### src/rtl/weight_tile_loader.sv
// weight_tile_loader: streams one Tm x Tn x K x K weight tile from the weight RAM to
// weight_filter in k0 (inner), k1, tm, tn (outer) order. Out-of-range channels are pushed
// as zero without a RAM read. A RD_LAT-deep {valid,legal} pipe realigns issued slots with
// returning read data.
// Optional build macro WEIGHT_LOADER_STAT_EN adds the stall_cycles statistics port.
module weight_tile_loader #(
   parameter int unsigned AW     = 16,
   parameter int unsigned CW     = 16,
   parameter int unsigned DW     = 32,
   parameter int unsigned N      = 32,
   parameter int unsigned M      = 32,
   parameter int unsigned K      = 3,
   parameter int unsigned Tn     = 16,
   parameter int unsigned Tm     = 16,
   parameter int unsigned RD_LAT = 2
) (
   input  logic          clk,
   input  logic          rst,
   input  logic          start,
   input  logic [CW-1:0] tile_base_m,
   input  logic [CW-1:0] tile_base_n,
   input  logic [AW-1:0] weight_base_addr,
   input  logic          fifo_almost_full,
   output logic          rd_ena,
   output logic [AW-1:0] rd_addr,
   input  logic [DW-1:0] rd_data,
   output logic          fifo_push_tmp,
   output logic [DW-1:0] data_to_fifo_tmp,
   output logic          busy,
   output logic          done
`ifdef WEIGHT_LOADER_STAT_EN
   ,
   output logic [31:0]   stall_cycles
`endif
);

   localparam int unsigned KW  = (K > 1) ? $clog2(K) : 1;
   localparam int unsigned TMW = (Tm > 1) ? $clog2(Tm) : 1;
   localparam int unsigned TNW = (Tn > 1) ? $clog2(Tn) : 1;
   // All pipe stages except the tail; empty here means the pipe is empty next cycle.
   localparam logic [RD_LAT-1:0] HeadMask = {RD_LAT{1'b1}} >> 1;

   typedef enum logic [1:0] {StIdle, StIssue, StDrain, StDone} state_e;

   state_e          state_q, state_d;
   logic [KW-1:0]   k0_q, k1_q;
   logic [TMW-1:0]  tm_q;
   logic [TNW-1:0]  tn_q;
   logic [CW-1:0]   base_m_q, base_n_q;
   logic [AW-1:0]   base_addr_q, rd_addr_q, addr_calc;
   logic [RD_LAT-1:0] vld_q, lgl_q;
   logic [CW:0]     m_idx, n_idx;
   logic            legal, issue, last_elem, start_ok;

   // Channel indices are one bit wider than the bases so base+offset cannot wrap.
   assign m_idx     = {1'b0, base_m_q} + (CW+1)'(tm_q);
   assign n_idx     = {1'b0, base_n_q} + (CW+1)'(tn_q);
   assign legal     = (m_idx < (CW+1)'(M)) && (n_idx < (CW+1)'(N));
   assign issue     = (state_q == StIssue) && !fifo_almost_full;
   assign start_ok  = (state_q == StIdle) && start;
   assign last_elem = (k0_q == KW'(K-1)) && (k1_q == KW'(K-1)) &&
                      (tm_q == TMW'(Tm-1)) && (tn_q == TNW'(Tn-1));
   assign addr_calc = base_addr_q + AW'(((32'(m_idx) * N + 32'(n_idx)) * K + 32'(k1_q)) * K
                                        + 32'(k0_q));

   // State register.
   always_ff @(posedge clk) begin
      if (rst) state_q <= StIdle;
      else     state_q <= state_d;
   end

   // Next-state logic.
   always_comb begin
      state_d = state_q;
      unique case (state_q)
         StIdle:  if (start) state_d = StIssue;
         StIssue: if (issue && last_elem) state_d = StDrain;
         StDrain: if ((vld_q & HeadMask) == '0) state_d = StDone;
         StDone:  state_d = StIdle;
         default: state_d = StIdle;
      endcase
   end

   // FSM outputs; illegal slots leave the address bus at its last driven value.
   always_comb begin
      rd_ena  = issue && legal;
      rd_addr = rd_ena ? addr_calc : rd_addr_q;
      busy    = (state_q == StIssue) || (state_q == StDrain);
      done    = (state_q == StDone);
   end

   // Tile bases captured on start; element counters advance one slot per issue.
   always_ff @(posedge clk) begin
      if (rst) begin
         base_m_q    <= '0;
         base_n_q    <= '0;
         base_addr_q <= '0;
         k0_q        <= '0;
         k1_q        <= '0;
         tm_q        <= '0;
         tn_q        <= '0;
      end else if (start_ok) begin
         base_m_q    <= tile_base_m;
         base_n_q    <= tile_base_n;
         base_addr_q <= weight_base_addr;
         k0_q        <= '0;
         k1_q        <= '0;
         tm_q        <= '0;
         tn_q        <= '0;
      end else if (issue) begin
         if (k0_q != KW'(K-1)) begin
            k0_q <= k0_q + 1'b1;
         end else begin
            k0_q <= '0;
            if (k1_q != KW'(K-1)) begin
               k1_q <= k1_q + 1'b1;
            end else begin
               k1_q <= '0;
               if (tm_q != TMW'(Tm-1)) begin
                  tm_q <= tm_q + 1'b1;
               end else begin
                  tm_q <= '0;
                  tn_q <= (tn_q == TNW'(Tn-1)) ? '0 : tn_q + 1'b1;
               end
            end
         end
      end
   end

   // Last driven read address, held across illegal slots.
   always_ff @(posedge clk) begin
      if (rst)         rd_addr_q <= '0;
      else if (rd_ena) rd_addr_q <= addr_calc;
   end

   // Latency pipe: the tail lines up with the read data of the slot issued RD_LAT ago.
   always_ff @(posedge clk) begin
      if (rst) begin
         vld_q <= '0;
         lgl_q <= '0;
      end else begin
         vld_q[0] <= issue;
         lgl_q[0] <= issue && legal;
         for (int i = 1; i < RD_LAT; i++) begin
            vld_q[i] <= vld_q[i-1];
            lgl_q[i] <= lgl_q[i-1];
         end
      end
   end

   assign fifo_push_tmp    = vld_q[RD_LAT-1];
   assign data_to_fifo_tmp = lgl_q[RD_LAT-1] ? rd_data : '0;

`ifdef WEIGHT_LOADER_STAT_EN
   // Saturating count of issue cycles lost to downstream back-pressure.
   always_ff @(posedge clk) begin
      if (rst || start_ok) begin
         stall_cycles <= '0;
      end else if ((state_q == StIssue) && fifo_almost_full && (stall_cycles != '1)) begin
         stall_cycles <= stall_cycles + 32'd1;
      end
   end
`endif

endmodule

### config.mk
export PLATFORM = sky130hd
export DESIGN_NAME = weight_tile_loader
export DESIGN_NICKNAME = d
export VERILOG_FILES = /design/src/rtl/weight_tile_loader.sv
export SDC_FILE = /design/constraint.sdc
export NUM_CORES = 1
export LEC_CHECK = 0
export BUFFER_PORTS_ARGS = -buffer_cell sky130_fd_sc_hd__clkbuf_2
export CORE_MARGIN = 8
export CORE_UTILIZATION = 50
export CTS_BUF_LIST = sky130_fd_sc_hd__clkbuf_16
export DETAILED_ROUTE_END_ITERATION = 8
export HOLD_SLACK_MARGIN = 0.02
export PLACE_DENSITY_LB_ADDON = 0.12
export SLEW_MARGIN = 20
export SYNTH_ARGS = -nofsm -noshare
export SYNTH_HDL_FRONTEND = slang
export SYNTH_SLANG_ARGS = --single-unit
### constraint.sdc
create_clock -name clk -period 9.1 [get_ports clk]
set_clock_uncertainty 0.1 [all_clocks]
set_input_delay 0.91 -clock clk [delete_from_list [all_inputs] [get_ports clk]]
set_output_delay 0.91 -clock clk [all_outputs]
set_load 0.01 [all_outputs]
==> results.md <==
- The number of antenna violations at the first check in global routing is 0.
- The number of sinks handled by clock tree synthesis is 82.
- At the later pin of the worst-skew pair, clock insertion delay measures 0.35 ns.
- In this run the biggest area consumer among cell types represents 24.4% of the synthesized area.
- Of the cells placed in the final design, the portion with a size suffix greater than 1 is 22.0%.
- The count of different cell masters after synthesis is 63.
- After clock tree synthesis, the clock-pin slew on the worst setup and hold paths is 0.06 ns.
- At the pin with the least slew margin, the transition time is 0.901 ns.
- Entering global routing, the biggest net connects 72 pins.
- In this run the vertical extent of the chip is 132 um.
- The nature of the critical path endpoint is an output pin.
- The first element of the critical path is tn_q[0].
- In the final layout, the multi-input gates occupy 4860 sq um.
- After routing, the total negative slack on setup checks comes to 0 ns.
- The critical path class is reg2out.
- Data arrives at the worst endpoint at 7.61 ns.
- The flip-flop and latch count after synthesis is 82.
- The maximum single-stage delay on the critical path is 0.50 ns.
- Static timing analysis puts the maximum clock frequency at 0.116 GHz.
- The synthesized design contains 0 enable-type register cells.
- The final cycle utilization of the critical path is 94.8%.
- Setup repair after global routing left no endpoint under its margin.
- After floorplanning, the core was divided into 42 placement rows.
- The first TritonRoute pass finished after 4 iterations.
- During synthesis, Yosys emitted a total of 0 warnings.
- The fraction of the yosys area taken by sequential cells is 24.4%.
- For this block, the via count after detailed routing is 5616.
- The worst slew margin relative to its limit is 40.0%.
- The die covers 17400 sq um.
- CTS built an H-tree with a depth of 3.
- The largest total area in the synthesized netlist belongs to sky130_fd_sc_hd__dfxtp_1.
- The floorplan step set the die width to 132 um.
- The power density normalized to cell area is 336 nW/um^2.
- After technology mapping, the gate count stands at 803.
- No sink is reached through more buffers than the 2 on the longest clock path.
- The prevailing post-synth register cell is sky130_fd_sc_hd__dfxtp_1.
- The final routed wire length divided by cell count is 13.7 um.
- The setup slack after layout is 0.477 ns.
- By count the netlist is led by 121 x sky130_fd_sc_hd__nand2_1, 86 x sky130_fd_sc_hd__ha_1, 82 x sky130_fd_sc_hd__dfxtp_1.
- Among all stages on the critical path, the largest delay is contributed by sky130_fd_sc_hd__or4b_1.
- The number of max-slew violations in the final report is 0.
- The finished layout cell area is 7910 sq um.
- The overall global routing resource usage is 17.4%.
- Buffers inserted to repair hold after CTS numbered 0.
- The reported leakage power is 0.00383 uW.
- The floorplan step defined a core boundary enclosing 13200 sq um.
- The area growth from synthesis to layout is 17.8%.
- The beginning of the worst hold path is lgl_q[0].
- The count of antenna diodes in the layout is 0.
- The number of global-route vias before repair is 5478.
- The final hold violation count was 0.
- Subtracting the final worst setup slack from the clock period gives 8.62 ns.
- The routability congestion estimate from global placement is 0.843.
- Setup violations remaining at the end of the flow were counted as 0.
- The share of flip-flops with an asynchronous set or reset after synthesis is 0%.
- The count of nets left with antenna violations once routing finished came out at 0.
- In this run the clock root is driven by a sky130_fd_sc_hd__clkbuf_16.
- Each instance of the synthesized netlist takes up on average 8.36 sq um.
- The flow ran to the end, and the final reports show no timing, DRC or antenna violations.
- TritonCTS built the clock tree.
- The first global-routing pass estimated 25500 um of wire.
- Across all register-to-register paths, the minimum setup slack is 1.69 ns.
- The startpoint of the worst register-to-register path is tn_q[0].
- The final routed wirelength across all metal layers is 15100 um.
- The initial core utilization is 50.9%.
- After detailed routing, the number of vias per cell comes to 5.08.
- The area of placed instances is 7500 sq um.
- The layout filler cell count is 1302.
- The class of the most critical hold timing path is reg2reg.
- STA classifies the critical path startpoint as a flop.
- The net count after synthesis is 990.
- The total overflow left after global routing is 0.
- IR analysis of the VDD net gives a maximum drop of 0.229 mV.
- Along the worst path, the maximum fanout reaches 6.
- For this block, the initial DRC count from the detailed router was 181.
- Yosys instantiated no cell more often than sky130_fd_sc_hd__nand2_1.
- TritonCTS created 9 clock buffers.
- At the end of the flow, the number of nets in the layout was 1111.
- The half-perimeter wire length after placement is 11800 um.
- The worst slack at placement is 0.369 ns.
- By area the synthesized netlist is led by sky130_fd_sc_hd__dfxtp_1 24%, sky130_fd_sc_hd__ha_1 16%, sky130_fd_sc_hd__nand2_1 6.8%.
- In the final layout, flip-flops and latches occupy 1640 sq um.
- The area of the mapped netlist is 6720 sq um.
- The total I/O pin count is 136.
- By instance count, the cell type seen most on the critical path is sky130_fd_sc_hd__ha_1.
- Max-cap violations in this run came to 0.
- The remaining design rule violation count is 0.
- At the worst endpoint, the required time is 8.09 ns.
- During placement, the flow inserted port buffers numbering 135.
placed cells by master, fill, tap and decap left out, types with 5 or more instances in the layout:
| cell type | netlist | final |
|---|---|---|
| sky130_fd_sc_hd__mux2_2 | 9 | 9 |
| sky130_fd_sc_hd__mux2_4 | 5 | 5 |
| sky130_fd_sc_hd__nand4_1 | 5 | 5 |
| sky130_fd_sc_hd__fa_1 | 17 | 16 |
| sky130_fd_sc_hd__o21ai_0 | 13 | 12 |
| sky130_fd_sc_hd__xnor2_2 | 1 | 7 |
| sky130_fd_sc_hd__inv_1 | 45 | 45 |
| sky130_fd_sc_hd__dfxtp_1 | 82 | 81 |
| sky130_fd_sc_hd__xor2_1 | 27 | 25 |
| sky130_fd_sc_hd__ha_1 | 86 | 85 |
| sky130_fd_sc_hd__nor2_1 | 42 | 42 |
| sky130_fd_sc_hd__and2b_1 | 6 | 6 |
| sky130_fd_sc_hd__nand2_1 | 121 | 121 |
| sky130_fd_sc_hd__a21o_1 | 16 | 16 |
| sky130_fd_sc_hd__a31oi_1 | 8 | 7 |
| sky130_fd_sc_hd__nor2b_1 | 18 | 18 |
| sky130_fd_sc_hd__clkbuf_2 | 2 | 135 |
| sky130_fd_sc_hd__a21oi_1 | 79 | 78 |
| sky130_fd_sc_hd__and2_1 | 37 | 36 |
| sky130_fd_sc_hd__xnor2_1 | 49 | 43 |
| sky130_fd_sc_hd__buf_4 | 2 | 5 |
| sky130_fd_sc_hd__nand2b_1 | 7 | 7 |
| sky130_fd_sc_hd__nand3_1 | 15 | 14 |
| sky130_fd_sc_hd__o31ai_1 | 6 | 5 |
| sky130_fd_sc_hd__clkbuf_16 | 0 | 9 |
| sky130_fd_sc_hd__nor3_1 | 13 | 13 |
| sky130_fd_sc_hd__mux2i_1 | 8 | 8 |
worst max-delay path, delay by kind of cell, from the launching register on:
kind	cells	cell delay, ns
and+or+nand+nor	10	1.67
buffers and inverters	5	0.41
AOI/OAI and AO/OA	8	1.22
DFF	1	0.37
adders and majority gates	8	2.72
xor gates and xnor gates	4	0.87
repair_timing:
action | in CTS | in global routing
gates resized for setup | 1 | 17
setup buffers | 0 | 1
pin swaps | 0 | 4
endpoints found under the setup margin | 1 | 3
final timing paths:
kind                                      end  cells after the start
worst min register to register       lgl_q[1]                      1
worst max register to register  rd_addr_q[15]                     34
worst max-delay path              rd_addr[15]                     35
worst min-delay path                 lgl_q[1]                      1
through the flow:
stage	cells	util [%]	hold slack, ns	total power [uW]
2_1_floorplan	803	-	0.314	1870
3_3_place_gp	1088	56.8	0.320	2190
3_5_place_dp	1088	56.8	0.329	2200
4_1_cts	1104	59.2	0.348	2600
5_1_grt	1105	60.0	0.376	2910
6_report	1105	60.0	0.343	2660
registers in the layout (all words and copies together), names as in the netlist:
| register | cells |
|---|---|
| k1_q | 2 |
| state_q | 2 |
| rd_addr_q | 16 |
| tn_q | 4 |
| vld_q | 2 |
| base_m_q | 16 |
| tm_q | 4 |
| base_addr_q | 16 |
| base_n_q | 16 |
| lgl_q | 2 |
| k0_q | 2 |
final cells by class:
class                           instances  area share, %
Clock buffer                            9           2.85
Clock inverter                          7          0.949
Inverter                               45           2.14
Multi-Input combinational cell        646           61.5
Sequential cell                        82           20.8
Tap cell                              176           2.78
Timing Repair Buffer                  140           9.02
kinds of logic (layout without fill, tap and decap cells):
logic type               Yosys count  in the layout  share of synthesized area (%)
AND/OR/NAND/NOR                  289            289                           21.4
multiplexers                      22             22                           3.82
adder cells (fa/ha/maj)          103            103                           21.1
flip-flops                        82             82                           24.4
AO/OA/AOI/OAI                    154            154                           14.1
XOR/XNOR                          78             78                           10.5
buffers and inverters             75            201                           4.68
layer usage:
layer	part of all wire (%)	wire length, um	GRT usage (%)
met1	48	7270	22.1
met5	0	0	0
met2	45	6820	27.8
met4	1.1	159	4.40
met3	5.6	845	5.45
where the power goes:
part | total [uW] | internal (uW) | switching, uW
clock network | 374 | 215 | 160
registers | 469 | 411 | 57.8
logic | 1810 | 840 | 973
total | 2660 | 1470 | 1190
Note: power is estimated with default switching activity, not from simulation.
